--- src/rtl/fifo_ctrl_1024x8.sv ---
// 1024x8 FIFO controller driving an external dual-port RAM (port 1 write, port 2 read).
// Occupancy is held in a counter; status flags are registered from the next-count value.
module fifo_ctrl_1024x8 #(
  parameter int unsigned ALMOST_FULL_TH  = 32'd1020,
  parameter int unsigned ALMOST_EMPTY_TH = 32'd4
) (
  input  logic        clk,
  input  logic        rst,
  input  logic        wr_en,
  input  logic [7:0]  wr_data,
  input  logic        rd_en,
  output logic [7:0]  rd_data,
  output logic        rd_valid,
  output logic        full,
  output logic        empty,
  output logic        almost_full,
  output logic        almost_empty,
  output logic [10:0] count,
  output logic        overflow,
  output logic        underflow,
  output logic        ram_wen1,
  output logic [9:0]  ram_addr1,
  output logic [7:0]  ram_din1,
  output logic        ram_wen2,
  output logic [9:0]  ram_addr2,
  output logic [7:0]  ram_din2,
  input  logic [7:0]  ram_dout2
);

  localparam logic [10:0] AF_TH_C = 11'(ALMOST_FULL_TH);
  localparam logic [10:0] AE_TH_C = 11'(ALMOST_EMPTY_TH);
  localparam logic [10:0] DEPTH_C = 11'd1024;

  logic [10:0] wr_ptr_r;
  logic [10:0] rd_ptr_r;
  logic [10:0] count_r;
  logic [10:0] count_nxt_s;
  logic        full_r;
  logic        empty_r;
  logic        almost_full_r;
  logic        almost_empty_r;
  logic        overflow_r;
  logic        underflow_r;
  logic        rd_valid_r;
  logic        push_s;
  logic        pop_s;

  // Accept/reject push and pop, and compute the next occupancy
  always_comb begin
    push_s      = 1'b0;
    pop_s       = 1'b0;
    count_nxt_s = count_r;
    if (rst) begin
      push_s      = 1'b0;
      pop_s       = 1'b0;
      count_nxt_s = 11'd0;
    end else begin
      push_s = wr_en & ~full_r;
      pop_s  = rd_en & ~empty_r;
      case ({push_s, pop_s})
        2'b10:   count_nxt_s = count_r + 11'd1;
        2'b01:   count_nxt_s = count_r - 11'd1;
        default: count_nxt_s = count_r;
      endcase
    end
  end

  // Pointers, occupancy, status flags, sticky errors and read-valid pulse
  always_ff @(posedge clk) begin
    if (rst) begin
      wr_ptr_r       <= 11'd0;
      rd_ptr_r       <= 11'd0;
      count_r        <= 11'd0;
      full_r         <= 1'b0;
      empty_r        <= 1'b1;
      almost_full_r  <= 1'b0;
      almost_empty_r <= 1'b1;
      overflow_r     <= 1'b0;
      underflow_r    <= 1'b0;
      rd_valid_r     <= 1'b0;
    end else begin
      // 11-bit pointers: low 10 bits address RAM, MSB toggles on wrap
      if (push_s) begin
        wr_ptr_r <= wr_ptr_r + 11'd1;
      end
      if (pop_s) begin
        rd_ptr_r <= rd_ptr_r + 11'd1;
      end
      count_r        <= count_nxt_s;
      full_r         <= (count_nxt_s == DEPTH_C);
      empty_r        <= (count_nxt_s == 11'd0);
      almost_full_r  <= (count_nxt_s >= AF_TH_C);
      almost_empty_r <= (count_nxt_s <= AE_TH_C);
      if (wr_en && full_r) begin
        overflow_r <= 1'b1;
      end
      if (rd_en && empty_r) begin
        underflow_r <= 1'b1;
      end
      rd_valid_r <= pop_s;
    end
  end

  assign rd_data      = ram_dout2;
  assign rd_valid     = rd_valid_r;
  assign full         = full_r;
  assign empty        = empty_r;
  assign almost_full  = almost_full_r;
  assign almost_empty = almost_empty_r;
  assign count        = count_r;
  assign overflow     = overflow_r;
  assign underflow    = underflow_r;

  assign ram_wen1  = push_s;
  assign ram_addr1 = wr_ptr_r[9:0];
  assign ram_din1  = wr_data;
  assign ram_wen2  = 1'b0;
  assign ram_addr2 = rd_ptr_r[9:0];
  assign ram_din2  = 8'd0;

endmodule

--- config.mk ---
export PLATFORM = sky130hd
export DESIGN_NAME = fifo_ctrl_1024x8
export DESIGN_NICKNAME = d
export VERILOG_FILES = /design/src/rtl/fifo_ctrl_1024x8.sv
export SDC_FILE = /design/constraint.sdc
export NUM_CORES = 1
export LEC_CHECK = 0
export CORE_MARGIN = 1.5
export CORE_UTILIZATION = 49
export CTS_CLUSTER_DIAMETER = 120
export CTS_CLUSTER_SIZE = 30
export DETAILED_ROUTE_END_ITERATION = 7
export HOLD_SLACK_MARGIN = 0.06
export PLACE_DENSITY = 0.85
export SYNTH_ARGS = -nofsm -noshare
export SYNTH_HDL_FRONTEND = slang
export SYNTH_SLANG_ARGS = --single-unit
--- constraint.sdc ---
create_clock -name clk -period 7.4 [get_ports clk]
set_input_delay 1.48 -clock clk [delete_from_list [all_inputs] [get_ports clk]]
set_output_delay 1.48 -clock clk [all_outputs]
set_load 0.01 [all_outputs]
=== After elaboration in Yosys (flattened, before gate mapping) ===
Cells that the tools add are included.

* Flip-flop bits (word level): 40
* Input bits: 20
* Word-level logic and storage cells: 30
* Output and inout bits: 64

* Mux-type cells: 4
* $add $sub $neg: 4
* Reduce and logical (&&, ||, !) cells: 3
* Magnitude comparators: 2
* Equality and inequality tests: 3
* Bitwise gates (word level): 4

{| class="wikitable"
|+ Operators with widths
! cell !! number
|-
| $add 11x1->11 const B || 3
|-
| $pmux 11 s2 || 1
|-
| $eq 11x11->1 const B || 1
|-
| $ge 11x10->1 const B || 1
|-
| $le 11x3->1 const B || 1
|-
| $logic_not 11->1 || 1
|-
| $mux 11 || 1
|-
| $sub 11x1->11 const B || 1
|-
| $and 1x1->1 || 2
|-
| $eq 2x1->1 const B || 1
|-
| $eq 2x2->1 const B || 1
|-
| $logic_and 1x1->1 || 2
|-
| $mux 1 || 2
|-
| $not 1->1 || 2
|}

=== Depth between registers and ports, before layout ===
Gate-level depths: netlist (run 1).

* Depth after elaboration: 6
* Gate-level depth with buffers: 15

=== Least setup slack after synthesis (run 1) ===
OpenSTA, ideal clock, no wires.

* Kind: input port to flip-flop
* Start: input port wr_en
* End: register almost_empty_r, in the netlist almost_empty
* Stages: 15
* Arrival time: 4.364 ns
* Slack: 2.933 ns
* Path through: nor2b_1 > inv_1 > ha_1 > buf_6 > buf_2 > buf_2 > xor2_1 > ha_1 > nor3b_1 > o21ai_0 > a22oi_1 > a21oi_2 > mux2i_1 > mux2_2 > a2111oi_2

* Word-level cells in the longest chain between the ends: 5
* Elaborated cells between the ends (all ways): 6
* Classes of those cells: order compare: 1; eq/ne: 2; mux: 2; bitwise: 1

{| class="wikitable"
|+ RTL lines
! item !! RTL line !! RTL
|-
| start, declared || 9 || <nowiki>input logic wr_en,</nowiki>
|-
| $and 1x1->1 (*) || 58 || <nowiki>push_s = wr_en & ~full_r;</nowiki>
|-
| $eq 2x1->1 or $eq 2x2->1 (tied branches) || 60 || <nowiki>case ({push_s, pop_s})</nowiki>
|-
| $pmux 11 s2 (*) || 60 ||
|-
| $mux 11 (*) || 53 || <nowiki>if (rst) begin</nowiki>
|-
| $le 11x3->1 (*) || 93 || <nowiki>almost_empty_r <= (count_nxt_s <= AE_TH_C);</nowiki>
|-
| end signal, assigned || 93 ||
|-
| end, declared || 41 || <nowiki>logic almost_empty_r;</nowiki>
|}

Every way passes the cells marked *; elsewhere a longest branch is shown, timed or not.
A chain may end at the register's enable or synchronous reset.

=== Worst setup path in the final report (run 1) ===
* Start: input port wr_en
* End: register empty_r, in the netlist empty

* Word-level cells in the longest chain between the ends: 5
* Elaborated cells between the ends (all ways): 6
* Classes of those cells: eq/ne: 2; mux: 2; bitwise: 1; reduce/logical: 1

{| class="wikitable"
|+ RTL lines
! item !! RTL line !! RTL
|-
| $and 1x1->1 (*) || 58 ||
|-
| $eq 2x1->1 or $eq 2x2->1 (tied branches) || 60 ||
|-
| $pmux 11 s2 (*) || 60 ||
|-
| $mux 11 (*) || 53 ||
|-
| $logic_not 11->1 (*) || 91 || <nowiki>empty_r <= (count_nxt_s == 11'd0);</nowiki>
|-
| end signal, assigned || 91 ||
|-
| end, declared || 39 || <nowiki>logic empty_r;</nowiki>
|}

Marked as above.

==> results of run 1 <==
==> worst paths after layout <==
check / cells past startpoint / slack (ns) / endpoint / startpoint
worst min-delay path: 2 / 0.48 / underflow / underflow
worst max-delay path: 14 / 2.56 / empty / wr_en
worst min register to register: 2 / 0.48 / underflow / underflow
worst max register to register: 13 / 3.90 / empty / full
==> routing by layer <==
layer / vias to the layer above / wire, um / global-route usage [%]
met1: 953 / 2310 / 25.7
met5: - / 0 / 0
met3: 6 / 323 / 4.53
met2: 67 / 2290 / 28.5
li1: 1033 / - / -
met4: 0 / 63 / 6.79
==> cell families (layout without fill, tap and decap cells) <==
| logic type | count (synthesis) | after routing |
|---|---|---|
| simple gates | 116 | 116 |
| compound gates | 62 | 62 |
| buf+inv | 50 | 57 |
| flops | 38 | 38 |
| xor+xnor | 22 | 22 |
| mux | 7 | 7 |
| fa+ha+maj | 5 | 5 |
| other cells | 1 | 9 |
==> worst max-delay path, cell delays in order <==
cell	delay, ns
clkdlybuf4s50_1	0.47
nor2b_1	0.31
inv_1	0.15
ha_1	0.20
buf_4	0.23
xor2_1	0.20
ha_1	0.24
nor3b_1	0.14
o21ai_0	0.38
a22oi_1	0.22
a21oi_2	0.18
mux2i_1	0.20
mux2_2	0.40
nor3_1	0.23
==> state kept, by name, summed over array words and instances, names as in the netlist <==
register and flops:
almost_empty 1, almost_full 1, count 11, empty 1
full 1, overflow 1, rd_ptr_r 10, rd_valid 1
underflow 1, wr_ptr_r 10
==> per-stage QoR <==
stage / cells / hold WS [ns] / utilization, %
after global placement: 375 / 0.459 / 56.6
after detailed placement: 375 / 0.463 / 56.6
after CTS: 383 / 0.486 / 59.5
after floorplan: 309 / 0.502 / -
after global routing: 383 / 0.511 / 59.5
final: 383 / 0.478 / 59.5
==> cell type report <==
| class | instances | area (sq um) |
|---|---|---|
| clock inverter | 3 | 68.8 |
| inverter | 5 | 18.8 |
| tap | 67 | 83.8 |
| clock buffer | 5 | 68.8 |
| timing repair buffer | 44 | 435 |
| sequential | 38 | 761 |
| fill | 425 | 1940 |
| multi-input combinational | 221 | 1410 |
==> cells in the final DEF, fill, tap and decap left out, types with 5 or more instances in the layout <==
master,instances
xor2_1,16
nor2b_1,11
clkbuf_8,5
nor2_1,36
nor3_1,5
inv_1,5
ha_1,5
clkdlybuf4s50_1,42
nand3_1,7
conb_1,9
a21o_1,6
a21oi_1,16
o21ai_0,11
nand2_1,23
and3_1,8
nor3b_1,6
dfxtp_1,38
xnor2_1,6
==> power breakdown <==
group	total (mW)	switching [mW]	internal (mW)
Clock	0.212	0.0766	0.135
Sequential	0.296	0.0580	0.238
Combinational	0.325	0.168	0.157
==> impl_metrics.json, run 1 <==
{
  "clock-sinks": 38,
  "synthesis.area_sq_um": 2450,
  "power_density_nw_per_um2": 293,
  "io_pins": 84,
  "place_ws_ns": 2.29,
  "rsz0062_at_grt": "false",
  "fin_skew_ns": 0.00725,
  "muxShareOfSynthArea_pct": 3.01,
  "fin_crit_sh_pct": 65.5,
  "cts_root_buf": "clkbuf_8",
  "synth-seq-cells": 38,
  "die_w_um": 73.7,
  "synth.distinct_cells": 54,
  "areaGrowthSynthToFinish_pct": 16.1,
  "vias_per_cell": 5.38,
  "critPathLaunchType": "input port",
  "worstSkewPairLatency_ns": 0.29,
  "layout_setup_ws_ns": 2.56,
  "synth_xor_area_share_pct": 7.86,
  "drc": 0,
  "htree_levels": 2,
  "layout.nets": 340,
  "numCtsBuffers": 5,
  "finalSetupViolations": 0,
  "placed_cell_area_sq_um": 2710,
  "cts_buffer_depth": 2,
  "vias": 2059,
  "wl_per_cell_um": 13.0,
  "synth_adder_area_share_pct": 2.55,
  "crit_type": "in2reg",
  "core.rowCount": 25,
  "synth_top_flop_cell": "dfxtp_1",
  "crit_fanout": 36,
  "antenna_cells": 0,
  "drt_wl_total_mm": 4.98,
  "drt_iter0_drc": 158,
  "yosys-top-cells-area": "dfxtp_1, buf_4, xor2_1",
  "worst_pin_slew_ns": 0.649,
  "hold_viol": 0,
  "antenna_found_initial": 0,
  "stdcell_area_sq_um": 2850,
  "ys_seq_area_share_pct": 31.0,
  "cts_tree": "done",
  "cp.arrival_ns": 5.05,
  "overflow": 0,
  "cp.required_ns": 7.60,
  "ctsResizeCount": 0,
  "async_reset_ff_share_pct": 0,
  "hpwlAfterDp_mm": 3.41,
  "status": "finished, final reports clean",
  "drive_gt1_share_pct": 6.96,
  "p_leak_nw": 1.12,
  "globalplace.congestion": 0.860,
  "yosysTopAreaCellShare_pct": 31.0,
  "total_power_mw": 0.833,
  "fmax_ghz": 0.206,
  "grt_pass1_wl_mm": 8.02,
  "syn_area_per_cell_sq_um": 8.14,
  "slew_violations": 0,
  "portBuffers": 42,
  "slew_headroom_pct": 56.7,
  "yosysTopAreaCell": "dfxtp_1",
  "synth-edff-count": 0,
  "grt_usage_pct": 18.8,
  "synth_top_family_by_area": "simple AND/OR/NAND/NOR gates",
  "syn_inst": 301,
  "yosysWarnings": 0,
  "ir_worst_vdd_mv": 0.228,
  "coreArea_sq_um": 4790,
  "postRouteAntennaNets": 0,
  "maxCapViolations": 0,
  "holdBufCountCts": 0,
  "dr.pass1.iters": 4,
  "hold_class": "reg2reg",
  "tns_ns": 0,
  "synth-compound-area-share_pct": 17.8,
  "yosysMostFrequentCell": "dfxtp_1",
  "end_kind": "register",
  "yosys-top-cells-count": "dfxtp_1, nor2_1, buf_4, nand2_1",
  "grt_pass1_vias": 1777,
  "initial_utilization_pct": 51.2,
  "die-area_sq_um": 5440,
  "die_h_um": 73.7,
  "clk_pin_slew_worst_paths_ns": 0.07,
  "yosys.area_share.simple_pct": 24.9,
  "min_period_ns": 4.84,
  "cts_setup_buffers": 0,
  "grt_start_max_net_pins": 43
}
No activity file was read; power rests on OpenSTA's default activity.
==> run 2: changes to the inputs <==
Settings changed: CORE_UTILIZATION 49 to 41, PLACE_DENSITY 0.85 to 0.76.
Clock period 7.4 ns to 4.05 ns, I/O delays scaled along.
==> run 2 against run 1 <==
Count of clock-buffer cells in the layout increased by 2. Global-route usage decreased by 1.6 points. Routed wire length increased by 5.8%. Clock skew decreased by 0.0040 ns. Worst hold slack got worse by 0.0038 ns. Utilization decreased by 8.8 points. Via count increased by 2.6%. Combinational power increased by 89%. Critical path depth decreased by 1. Flip-flop and latch count unchanged. Clock power increased by 25%. Sequential power increased by 84%. Largest cell class unchanged.
==> impl_metrics.json, run 2 (synthesized netlist as in run 1, its figures left out) <==
{
  "ctsResizeCount": 0,
  "maxCapViolations": 0,
  "grt_start_max_net_pins": 35,
  "drt_wl_total_mm": 5.27,
  "drt_iter0_drc": 142,
  "ir_worst_vdd_mv": 0.309,
  "grt_usage_pct": 17.2,
  "worstSkewPairLatency_ns": 0.28,
  "most-common-layout-cells": "clkdlybuf4s50_1, dfxtp_1, nor2_1",
  "drive_gt1_share_pct": 8.67,
  "clk_pin_slew_worst_paths_ns": 0.07,
  "vias": 2112,
  "hold_class": "reg2reg",
  "dr.pass1.iters": 4,
  "postRouteAntennaNets": 0,
  "total_power_mw": 1.43,
  "hold_depth": 2,
  "fin_worst_hold_slack_ns": 0.474,
  "end_kind": "register",
  "fmax_ghz": 0.268,
  "hpwlAfterDp_mm": 3.82,
  "areaGrowthSynthToFinish_pct": 16.6,
  "rsz0062_at_grt": "false",
  "cpMostUsedCell": "ha_1",
  "min_period_ns": 3.73,
  "vias_per_cell": 5.35,
  "coreArea_sq_um": 5640,
  "worstPathCellList": "clkdlybuf4s50_1 > nor2b_1 > inv_1 > ha_1 > xor2_1 > ha_1 > nor3b_1 > o21ai_0 > a22oi_1 > a21oi_2 > mux2i_1 > mux2_2 > a2111oi_2",
  "p_leak_nw": 1.13,
  "utilization_pct": 50.7,
  "cp_slowest_cell": "clkdlybuf4s50_1",
  "drc": 0,
  "max_stage_delay_ns": 0.48,
  "die_w_um": 80.3,
  "cts_buffer_depth": 2,
  "crit_type": "in2reg",
  "antenna_cells": 0,
  "antenna_found_initial": 0,
  "cts_tree": "done",
  "r2r_cells": 12,
  "fin_crit_sh_pct": 92.2,
  "power_density_nw_per_um2": 499,
  "mostFrequentLayoutCell": "clkdlybuf4s50_1",
  "globalplace.congestion": 0.820,
  "die-area_sq_um": 6450,
  "largest_register_ffs": 11,
  "cp.required_ns": 4.22,
  "crit_fanout": 5,
  "fin_skew_ns": 0.00322,
  "place_ws_ns": 0.0499,
  "hold_viol": 0,
  "layout.nets": 347,
  "clock-sinks": 38,
  "tns_ns": 0,
  "portBuffers": 42,
  "layout_setup_ws_ns": 0.318,
  "htree_levels": 2,
  "io_pins": 84,
  "wl_per_cell_um": 13.3,
  "critPathLaunchType": "input port",
  "cts_root_buf": "clkbuf_8",
  "cts_setup_buffers": 0,
  "overflow": 0,
  "cp.arrival_ns": 3.90,
  "slew_violations": 0,
  "finalSetupViolations": 0,
  "core.rowCount": 27,
  "status": "finished, final reports clean",
  "initial_utilization_pct": 43.4,
  "die_h_um": 80.3,
  "grt_pass1_wl_mm": 8.82,
  "numCtsBuffers": 5,
  "holdBufCountCts": 0,
  "grt_pass1_vias": 2035
}
[run 2: changes by cell type in the layout (fill, tap and decap cells not counted), sizes merged]
| cell | change |
|---|---|
| bufinv | -2 |
| clkbuf | +2 |
| buf | +7 |
[run 2: worst paths after layout]
kind	start	end	slack, ns
min	overflow	overflow	0.47
min reg2reg	overflow	overflow	0.47
max	wr_en	almost_empty	0.32
max reg2reg	full	almost_empty	1.00
[run 2: report_power, final]
part           internal (mW)  total (mW)  switching, mW  leakage (nW)
registers              0.436       0.544          0.108         0.309
logic                  0.304       0.615          0.311         0.773
clock network          0.137       0.266          0.129        0.0482
total                  0.877        1.43          0.549          1.13
[run 2: layout make-up]
type                       instances  area (sq um)
fill                             530          2780
multi-input combinational        221          1410
sequential                        38           761
timing repair buffer              51           488
tap                               72          90.1
clock buffer                       7          86.3
inverter                           5          18.8
clock inverter                     1          5.00
[run 2: stage by stage]
step                      instances  instance area (sq um)
after global routing            395                   2860
after detailed placement        387                   2770
after CTS                       395                   2860
after global placement          387                   2770
after floorplan                 309                   2480
final                           395                   2860
[run 2: worst max-delay path, delay by kind of cell]
kind / cells / cell delay (ns)
compound gates: 4 / 0.89
buf+inv: 2 / 0.58
mux: 2 / 0.67
simple gates: 2 / 0.32
xor+xnor: 1 / 0.17
fa+ha+maj: 2 / 0.47
[run 2: routing by layer]
metal,track usage (%),wire (um),up-vias
li1,-,-,1049
met3,6.02,365,6
met1,19.9,2420,993
met5,0,0,-
met2,28.9,2410,64
met4,6.55,72,0
